$ cat config.mk
export PLATFORM = sky130hd
export DESIGN_NAME = led_seq_engine_flat
export DESIGN_NICKNAME = d
export VERILOG_FILES = /design/src/rtl/led_seq_if.sv /design/src/rtl/led_seq_engine.sv /design/src/flat_wrapper.sv
export SDC_FILE = /design/constraint.sdc
export NUM_CORES = 1
export LEC_CHECK = 0
export ABC_CLOCK_PERIOD_IN_PS = 5400
export BUFFER_PORTS_ARGS = -buffer_cell sky130_fd_sc_hd__buf_2
export CAP_MARGIN = 20
export CORE_MARGIN = 8
export CORE_UTILIZATION = 60
export DETAILED_ROUTE_END_ITERATION = 8
export PLACE_DENSITY = 0.82
export REMOVE_ABC_BUFFERS = 1
export SETUP_SLACK_MARGIN = 0.1
export SLEW_MARGIN = 0
export SYNTH_ARGS = -nofsm -noshare
export SYNTH_HDL_FRONTEND = slang
export SYNTH_SLANG_ARGS = --single-unit
$ cat constraint.sdc
create_clock -name clk -period 5.4 [get_ports clk]
set_clock_uncertainty 0.1 [all_clocks]
set_input_delay 1.08 -clock clk [delete_from_list [all_inputs] [get_ports clk]]
set_output_delay 1.08 -clock clk [all_outputs]
set_load 0.005 [all_outputs]
$ cat src/rtl/led_seq_if.sv
// led_seq_if -- bundles the LED sequencer's run enable, ROM port and LED outputs.
//   en         : run enable (low freezes the engine)
//   addrRd     : ROM read address, driven by the engine
//   dataRd     : ROM word for addrRd, returned combinationally by the ROM
//   outPattern : LED drive, driven by the engine
//   halted     : high while the engine sits in HALT
// Modports: master = the ROM/host side, slave = the engine.
interface led_seq_if #(
  parameter int PW = 8,
  parameter int DW = 8,
  parameter int AW = 8
);
  localparam int IW = PW + DW + 2;

  logic          en;
  logic [AW-1:0] addrRd;
  logic [IW-1:0] dataRd;
  logic [PW-1:0] outPattern;
  logic          halted;

  modport master (output en, output dataRd, input addrRd, input outPattern, input halted);
  modport slave  (input en, input dataRd, output addrRd, output outPattern, output halted);
endinterface

$ cat src/rtl/led_seq_engine.sv
// led_seq_engine -- steps through an instruction ROM and drives an LED pattern.
// Instruction word: {opcode[1:0], F[PW-1:0], D[DW-1:0]}
//   00 SHOW(F=pattern, D=duration ticks)   01 JUMP(D=target)
//   10 LOOP(F=count, D=target)             11 HALT
// Ports:
//   clk : clock, all updates on its rising edge
//   rst : synchronous active-high reset, overrides en
//   bus : led_seq_if slave (en, addrRd, dataRd, outPattern, halted)
//
// state | meaning
// FETCH | decode the word at addrRd, act on it at the end of the cycle
// SHOW  | hold pattern until D ticks of TICK_DIV clocks have elapsed
// HALT  | stopped, outputs held until rst
module led_seq_engine #(
  parameter int PW       = 8,
  parameter int DW       = 8,
  parameter int AW       = 8,
  parameter int TICK_DIV = 3_125_000
) (
  input  logic   clk,
  input  logic   rst,
  led_seq_if.slave bus
);
  localparam int IW  = PW + DW + 2;
  localparam int PSW = (TICK_DIV > 1) ? $clog2(TICK_DIV) : 1;
  localparam logic [PSW-1:0] PS_LAST = PSW'(TICK_DIV - 1);

  typedef enum logic [1:0] {FETCH, SHOW, HALT} state_t;

  state_t         state_q, state_d;
  logic [AW-1:0]  addr_q, addr_d;
  logic [PW-1:0]  pat_q, pat_d;
  logic [PSW-1:0] presc_q, presc_d;
  logic [DW-1:0]  tick_q, tick_d;
  logic           loop_busy_q, loop_busy_d;
  logic [DW-1:0]  loop_rem_q, loop_rem_d;

  logic [1:0]    opc;
  logic [PW-1:0] f_fld;
  logic [DW-1:0] d_fld;
  logic [AW-1:0] tgt;

  assign opc   = bus.dataRd[IW-1:IW-2];
  assign f_fld = bus.dataRd[PW+DW-1:DW];
  assign d_fld = bus.dataRd[DW-1:0];
  assign tgt   = d_fld[AW-1:0];

  always_ff @(posedge clk) begin
    if (rst) begin
      state_q     <= FETCH;
      addr_q      <= '0;
      pat_q       <= '0;
      presc_q     <= '0;
      tick_q      <= '0;
      loop_busy_q <= 1'b0;
      loop_rem_q  <= '0;
    end else if (bus.en) begin
      state_q     <= state_d;
      addr_q      <= addr_d;
      pat_q       <= pat_d;
      presc_q     <= presc_d;
      tick_q      <= tick_d;
      loop_busy_q <= loop_busy_d;
      loop_rem_q  <= loop_rem_d;
    end
  end

  always_comb begin
    state_d     = state_q;
    addr_d      = addr_q;
    pat_d       = pat_q;
    presc_d     = presc_q;
    tick_d      = tick_q;
    loop_busy_d = loop_busy_q;
    loop_rem_d  = loop_rem_q;
    case (state_q)
      FETCH: begin
        case (opc)
          2'b00: begin
            if (d_fld != '0) begin
              pat_d   = f_fld;
              presc_d = '0;
              tick_d  = '0;
              state_d = SHOW;
            end else begin
              // zero-length show is a one-cycle skip
              addr_d = addr_q + AW'(1);
            end
          end
          2'b01: addr_d = tgt;
          2'b10: begin
            // single shared loop register pair; inner loops clobber outer ones
            if (!loop_busy_q) begin
              if (f_fld == '0) begin
                addr_d = addr_q + AW'(1);
              end else begin
                loop_busy_d = 1'b1;
                loop_rem_d  = DW'(f_fld - PW'(1));
                addr_d      = tgt;
              end
            end else if (loop_rem_q == '0) begin
              loop_busy_d = 1'b0;
              addr_d      = addr_q + AW'(1);
            end else begin
              loop_rem_d = loop_rem_q - DW'(1);
              addr_d     = tgt;
            end
          end
          default: state_d = HALT;
        endcase
      end
      SHOW: begin
        if (presc_q == PS_LAST) begin
          presc_d = '0;
          // D is re-read every cycle; the show ends on tick number D
          if (tick_q == d_fld - DW'(1)) begin
            addr_d  = addr_q + AW'(1);
            state_d = FETCH;
          end else begin
            tick_d = tick_q + DW'(1);
          end
        end else begin
          presc_d = presc_q + PSW'(1);
        end
      end
      HALT: state_d = HALT;
      default: state_d = FETCH;
    endcase
  end

  assign bus.addrRd     = addr_q;
  assign bus.outPattern = pat_q;
  assign bus.halted     = (state_q == HALT);
endmodule

$ cat src/flat_wrapper.sv
// flat-port wrapper written by rule: the top's interface ports become plain ports
module led_seq_engine_flat 
#(
  parameter int PW       = 8,
  parameter int DW       = 8,
  parameter int AW       = 8,
  parameter int TICK_DIV = 3_125_000
)
  (clk, rst, bus_en, bus_dataRd, bus_addrRd, bus_outPattern, bus_halted);
  led_seq_if #(.PW(PW), .DW(DW), .AW(AW)) bus_i ();
  input  logic clk;
  input  logic rst;
  input wire logic [$bits(bus_i.en)-1:0] bus_en;
  input wire logic [$bits(bus_i.dataRd)-1:0] bus_dataRd;
  output wire logic [$bits(bus_i.addrRd)-1:0] bus_addrRd;
  output wire logic [$bits(bus_i.outPattern)-1:0] bus_outPattern;
  output wire logic [$bits(bus_i.halted)-1:0] bus_halted;
  assign bus_i.en = bus_en;
  assign bus_i.dataRd = bus_dataRd;
  assign bus_addrRd = bus_i.addrRd;
  assign bus_outPattern = bus_i.outPattern;
  assign bus_halted = bus_i.halted;
  led_seq_engine #(.PW(PW), .DW(DW), .AW(AW), .TICK_DIV(TICK_DIV)) u_core (.clk(clk), .rst(rst), .bus(bus_i));
endmodule
==> summary.md, run 1 <==
| Metric | Value |
|---|---|
| Status | `complete, no violations` |
| DP Wirelength | `6.46 mm` |
| Die Width | `94.1 um` |
| Fillers | `470` |
| Largest cells by area after synthesis | `dfxtp_1 31%, xor2_1 6.2%, nor2_1 4.8%` |
| GR Layer Usage met3 | `6.39%` |
| Crit Path Category | `in -> reg` |
| Global-route wire length before repair | `15.3 mm` |
| Tot GR Track Use | `21.3%` |
| Gpl congestion | `0.869` |
| Top cell type's share of synthesized area | `31.2%` |
| P_leak | `0.00157 uW` |
| Critical Path RT | `5.57 ns` |
| Latest clock arrival within the worst-skew pair | `0.34 ns` |
| Fmax | `310 MHz` |
| Drt total wl | `9.26 mm` |
| Post-layout nets | `485` |
| Initial antenna violation count | `0` |
| Post-synth EDFFs | `0` |
| Worst-Margin Slew | `0.910 ns` |
| Synth Register Bits | `57` |
| Io pins | `38` |
| R2R setup slack | `2.61 ns` |
| Hold Path End | `u_core.bus.outPattern[1]` |
| DIE AREA | `8860 um2` |
| Post-CTS sizing | `0` |
| P&R area growth vs syn | `10.4%` |
| Startpoint types | `input port` |
| Total CTS buffers | `9` |
| Final hold vios | `0` |
| Hold Buf Count CTS | `0` |
| IO Port Bufs | `37` |
| Unique masters post-synth | `77` |
| M2 GR Usage | `35.2%` |
| Tcrit/Tclk final | `59.8%` |
| Vias per cell | `6.40` |
| FF+latch area | `1140 um2` |
| Reg2reg end | `u_core.loop_rem_q[7]` |
| Placed cell count | `519` |
| Max Cap Viol | `0` |
| Fraction of layout cells with a size suffix above 1 | `17.2%` |
| Post-synthesis cell count | `427` |
| Crit path DAT | `3.40 ns` |
| Gr ovfl total | `0` |
| Async S/R FF share, synth | `0%` |
| H-tree lvl count | `3` |
| Clock buffer depth | `2` |
| Fin cells | `535` |
| Met1 Use GR | `24.9%` |
| Multi-input gate area | `2340 um2` |
| Die height | `94.1 um` |
| Slew Limit Fails | `0` |
| Mean post-synth cell area | `8.58 um2` |
| RSZ-0062 raised after global routing | `no` |
| Grt peak-use layer | `met2` |
| Iter 0 DRT Violations | `288` |
| ANT cells | `0` |
| Pwr/cell area | `291 nW/um2` |
| Routed WL per cell | `17.3 um` |
| Min Hold Slack | `0.401 ns` |
| Clock-pin slew on the worst setup and hold paths | `0.07 ns` |
| Post-CTS Setup Inserts | `0` |
| Register area share after synthesis | `31.2%` |
| Setup_tns | `0 ns` |
| VDD IR max | `0.212 mV` |
| Ys Warns | `0` |
| # clock sinks | `57` |
| Number of global-route vias before repair | `3327` |
| Drt first pass iters | `7` |
| Worst R2R Start | `u_core.loop_busy_q` |
| Min-delay worst type | `reg -> reg` |
| TritonCTS clock tree | `built` |
| CP Capture Type | `flip-flop` |
| Ys flop type | `dfxtp_1` |
| Hold Path Cell Cnt | `2` |
| Starting density of the core | `61.9%` |
| Pin count of the biggest net entering global routing | `33` |
| Worst reg-to-reg path cell count | `6` |
| CTS root buf | `clkbuf_8` |
| Min-delay src | `u_core.bus.outPattern[1]` |
| Via Count | `3426` |
| Crit-path max FO | `14` |
| Minimum clock period after layout | `3.23 ns` |
| Setup violators final | `0` |
| ANT nets after route | `0` |
| # DRC | `0` |
| Slew HR | `39.2%` |
| Post-synth top area cell | `dfxtp_1` |
| Most common cell after layout, fill and taps aside | `dfxtp_1` |
| Post-Synthesis Cell Area | `3660 um2` |
| Standard-cell rows | `28` |
| Most frequent cells in the layout | `57 x dfxtp_1, 47 x nor2_1, 37 x buf_2` |
| Placeable Area | `5920 um2` |
## area by class of cell
class / instances / area share (%)
Multi-Input combinational cell: 341 / 58.0
Sequential cell: 57 / 28.2
Timing Repair Buffer: 37 / 4.58
Clock buffer: 11 / 3.50
Clock inverter: 5 / 2.54
Tap cell: 75 / 2.32
Inverter: 9 / 0.836
## synthesized netlist by cell type (6+ instances only)
cell,instances
nor2b_1,6
nand2_1,24
and2_1,6
nand3_1,19
inv_1,9
dfxtp_1,57
nor2_1,47
xnor2_1,10
nor3_1,12
and3_1,11
a21oi_1,34
mux2i_1,12
ha_1,9
xor2_1,26
a22oi_1,8
a211oi_1,8
o21ai_0,12
nand4_1,11
clkbuf_1,7
## report_power, final
group          total [uW]  internal (uW)  switching (uW)  leakage [uW]
clock network         500            318             182      0.000120
logic                 211           79.2             132      0.000992
registers             463            438            25.8      0.000461
total                1170            835             339       0.00157
## critical path, stage by stage
cell and delay (ns):
buf_2 0.14, inv_1 0.08, ha_1 0.27, nor2b_1 0.15, or3_1 0.35, a31o_2 0.28, a2111oi_4 0.68, o31ai_1 0.18
a21oi_1 0.18
## flip-flops by register name, summed over array words and instances (netlist names)
register,flops
u_core.presc_q,22
u_core.bus.addrRd,8
u_core.bus.outPattern,8
u_core.loop_rem_q,8
u_core.tick_q,8
u_core.state_q,2
u_core.loop_busy_q,1
## cell families after synthesis
family,count (synthesis),synth area share [%]
simple gates,178,27.1
xor+xnor,37,9.05
flops,57,31.2
compound gates,105,21.5
fa+ha+maj,9,3.07
buf+inv,29,4.85
mux,12,3.28
## per-stage QoR
step                util, %  instance area (um2)  power (uW)  worst slack (ns)
detailed placement     64.1                 3800         678              1.87
global placement       64.1                 3800         670              2.00
floorplan                 -                 3520         607              2.31
CTS                    68.3                 4040        1180              2.23
global route           68.3                 4040        1220              2.00
finish                 68.3                 4040        1170              2.17
## worst max path at each step
stage	startpoint	endpoint	slack, ns
global placement	bus_dataRd[0]	u_core.tick_q[2]	2.00
finish	bus_dataRd[0]	u_core.tick_q[7]	2.17
CTS	bus_dataRd[0]	u_core.tick_q[7]	2.23
detailed placement	bus_dataRd[0]	u_core.tick_q[7]	1.87
global route	bus_dataRd[0]	u_core.tick_q[7]	2.00
floorplan	bus_dataRd[0]	u_core.tick_q[6]	2.31
## metal layers
metal / wire length, um / vias up
met4: 130 / 0
met5: 0 / -
li1: - / 1632
met3: 719 / 13
met1: 3940 / 1637
met2: 4470 / 144
Note: power is estimated with default switching activity, not from simulation.
==> run 2, diff against run 1 <==
ABC_CLOCK_PERIOD_IN_PS = 3000   (was 5400)
CORE_UTILIZATION = 59   (was 60)
PLACE_DENSITY = 0.81   (was 0.82)
clock period = 3 ns   (was 5.4 ns; I/O delays follow)
==> run 2 against run 1 <==
Final cell count up 1.9%. Critical endpoint is now u_core.bus.addrRd[6]. Sequential power grew 80%. Global-route usage is 0.62 points lower. Clock-buffer cell count down 1. Setup slack lost 1.9 ns. Largest power group is now registers. Clock power grew 49%. Worst hold slack got worse by 0.0061 ns.
==> summary.md, run 2 (synthesized netlist as in run 1, its figures left out) <==
| Metric | Value |
|---|---|
| Crit path DAT | `2.82 ns` |
| Initial antenna violation count | `0` |
| Clock-pin slew on the worst setup and hold paths | `0.07 ns` |
| Standard-cell rows | `28` |
| Post-CTS Setup Inserts | `0` |
| Max Cap Viol | `0` |
| Fraction of layout cells with a size suffix above 1 | `19.1%` |
| P&R area growth vs syn | `11.3%` |
| Via Count | `3455` |
| Number of global-route vias before repair | `3223` |
| Fmax | `371 MHz` |
| Pin count of the biggest net entering global routing | `32` |
| Minimum clock period after layout | `2.70 ns` |
| # DRC | `0` |
| Setup violators final | `0` |
| P_leak | `0.00160 uW` |
| Hold Path Cell Cnt | `2` |
| Min-delay worst type | `reg -> reg` |
| Min-delay src | `u_core.loop_rem_q[7]` |
| Die Width | `94.8 um` |
| Gr ovfl total | `0` |
| Gpl congestion | `0.850` |
| DP Worst Slack | `0.0924 ns` |
| Slowest CP cell | `o41ai_4` |
| Drt total wl | `8.95 mm` |
| Global-route wire length before repair | `15.0 mm` |
| Crit-path max FO | `6` |
| Worst reg-to-reg path cell count | `6` |
| Status | `complete, no violations` |
| RSZ-0062 raised after global routing | `no` |
| Final hold vios | `0` |
| Setup_tns | `0 ns` |
| Tot GR Track Use | `20.7%` |
| Worst-Margin Slew | `0.874 ns` |
| Starting density of the core | `61.5%` |
| Routed WL per cell | `16.4 um` |
| Reg2reg end | `u_core.bus.addrRd[3]` |
| Worst Slack Setup Final | `0.304 ns` |
| VDD IR max | `0.343 mV` |
| Iter 0 DRT Violations | `191` |
| H-tree lvl count | `3` |
| Slew Limit Fails | `0` |
| Slew HR | `41.6%` |
| Worst R2R Start | `u_core.tick_q[7]` |
| Vias per cell | `6.34` |
| CTS root buf | `clkbuf_8` |
| Hold Buf Count CTS | `0` |
| Placeable Area | `5960 um2` |
| Most frequent cells in the layout | `57 x dfxtp_1, 47 x nor2_1, 37 x buf_2` |
| CP Capture Type | `flip-flop` |
| Pwr/cell area | `485 nW/um2` |
| Hold Path End | `u_core.loop_rem_q[7]` |
| Critical Path RT | `3.12 ns` |
| Post-layout nets | `495` |
| Crit Path Category | `in -> reg` |
| DP Wirelength | `6.44 mm` |
| Drt first pass iters | `7` |
| Io pins | `38` |
| # clock sinks | `57` |
| ANT cells | `0` |
| Tcrit/Tclk final | `89.9%` |
| TritonCTS clock tree | `built` |
| Fillers | `481` |
| Crit path cell chain | `buf_2, inv_1, ha_1, or2b_2, o41ai_4, o311a_1, o22ai_1, o311ai_1, o41ai_1` |
| Max reg flops | `22` |
| CP peak stage delay | `0.44 ns` |
| DIE AREA | `8980 um2` |
| R2R setup slack | `0.47 ns` |
| Latest clock arrival within the worst-skew pair | `0.35 ns` |
| Top reg by flops | `u_core.presc_q` |
| Most common cell after layout, fill and taps aside | `dfxtp_1` |
| Clock buffer depth | `2` |
| Total power draw | `1980 uW` |
| ANT nets after route | `0` |
| Startpoint types | `input port` |
| Total CTS buffers | `9` |
| IO Port Bufs | `37` |
| Post-CTS sizing | `0` |
| Die height | `94.8 um` |
[run 2: cell count changes in the layout (fill, tap and decap cells not counted)]
cell,before,now
buf_4,0,10
bufinv_16,3,1
clkbuf_1,1,0
clkinvlp_4,1,3
inv_6,0,1
[run 2: worst max-delay path: cells and delay by family]
family,cells,cell delay (ns)
AO/OA/AOI/OAI,5,1.51
AND/OR/NAND/NOR,1,0.33
adder cells (fa/ha/maj),1,0.15
buffers and inverters,2,0.23
[run 2: layout make-up]
| type | instances | area (um2) | area share, % |
|---|---|---|---|
| multi-input cells | 341 | 2340 | 57.5 |
| flip-flops and latches | 57 | 1140 | 28.0 |
| repair buffers | 47 | 260 | 6.38 |
| clock buffers | 10 | 138 | 3.38 |
| well taps | 75 | 93.8 | 2.30 |
| clock inverters | 6 | 66.3 | 1.63 |
| inverters | 9 | 33.8 | 0.829 |
[run 2: worst max path at each step]
stage	cells past startpoint	endpoint	start	slack [ns]
final	9	u_core.bus.addrRd[6]	bus_dataRd[0]	0.30
after CTS	9	u_core.bus.addrRd[6]	bus_dataRd[0]	0.37
after global routing	9	u_core.bus.addrRd[6]	bus_dataRd[0]	0.23
after global placement	9	u_core.presc_q[18]	bus_dataRd[0]	0.18
after detailed placement	9	u_core.bus.addrRd[6]	bus_dataRd[0]	0.09
after floorplan	8	u_core.tick_q[6]	bus_dataRd[0]	0.39
[run 2: layer usage]
| layer | global-route usage [%] | routed length [um] | vias to the layer above |
|---|---|---|---|
| met1 | 25.3 | 3930 | 1641 |
| met4 | 9.75 | 225 | 0 |
| met5 | 0 | 0 | - |
| met3 | 5.00 | 643 | 22 |
| met2 | 33.4 | 4150 | 124 |
| li1 | - | - | 1668 |
[run 2: stage by stage]
step	instance area, um2	hold slack [ns]	std cells	util (%)
finish	4080	0.395	545	68.4
global route	4080	0.415	545	68.4
CTS	4080	0.390	545	68.4
detailed placement	3870	0.378	529	65.0
global placement	3870	0.367	529	65.0
floorplan	3520	0.344	407	-
[run 2: power breakdown]
group | internal [uW] | switching [uW]
Clock | 407 | 340
Combinational | 159 | 236
Sequential | 787 | 45.8
Total | 1350 | 622
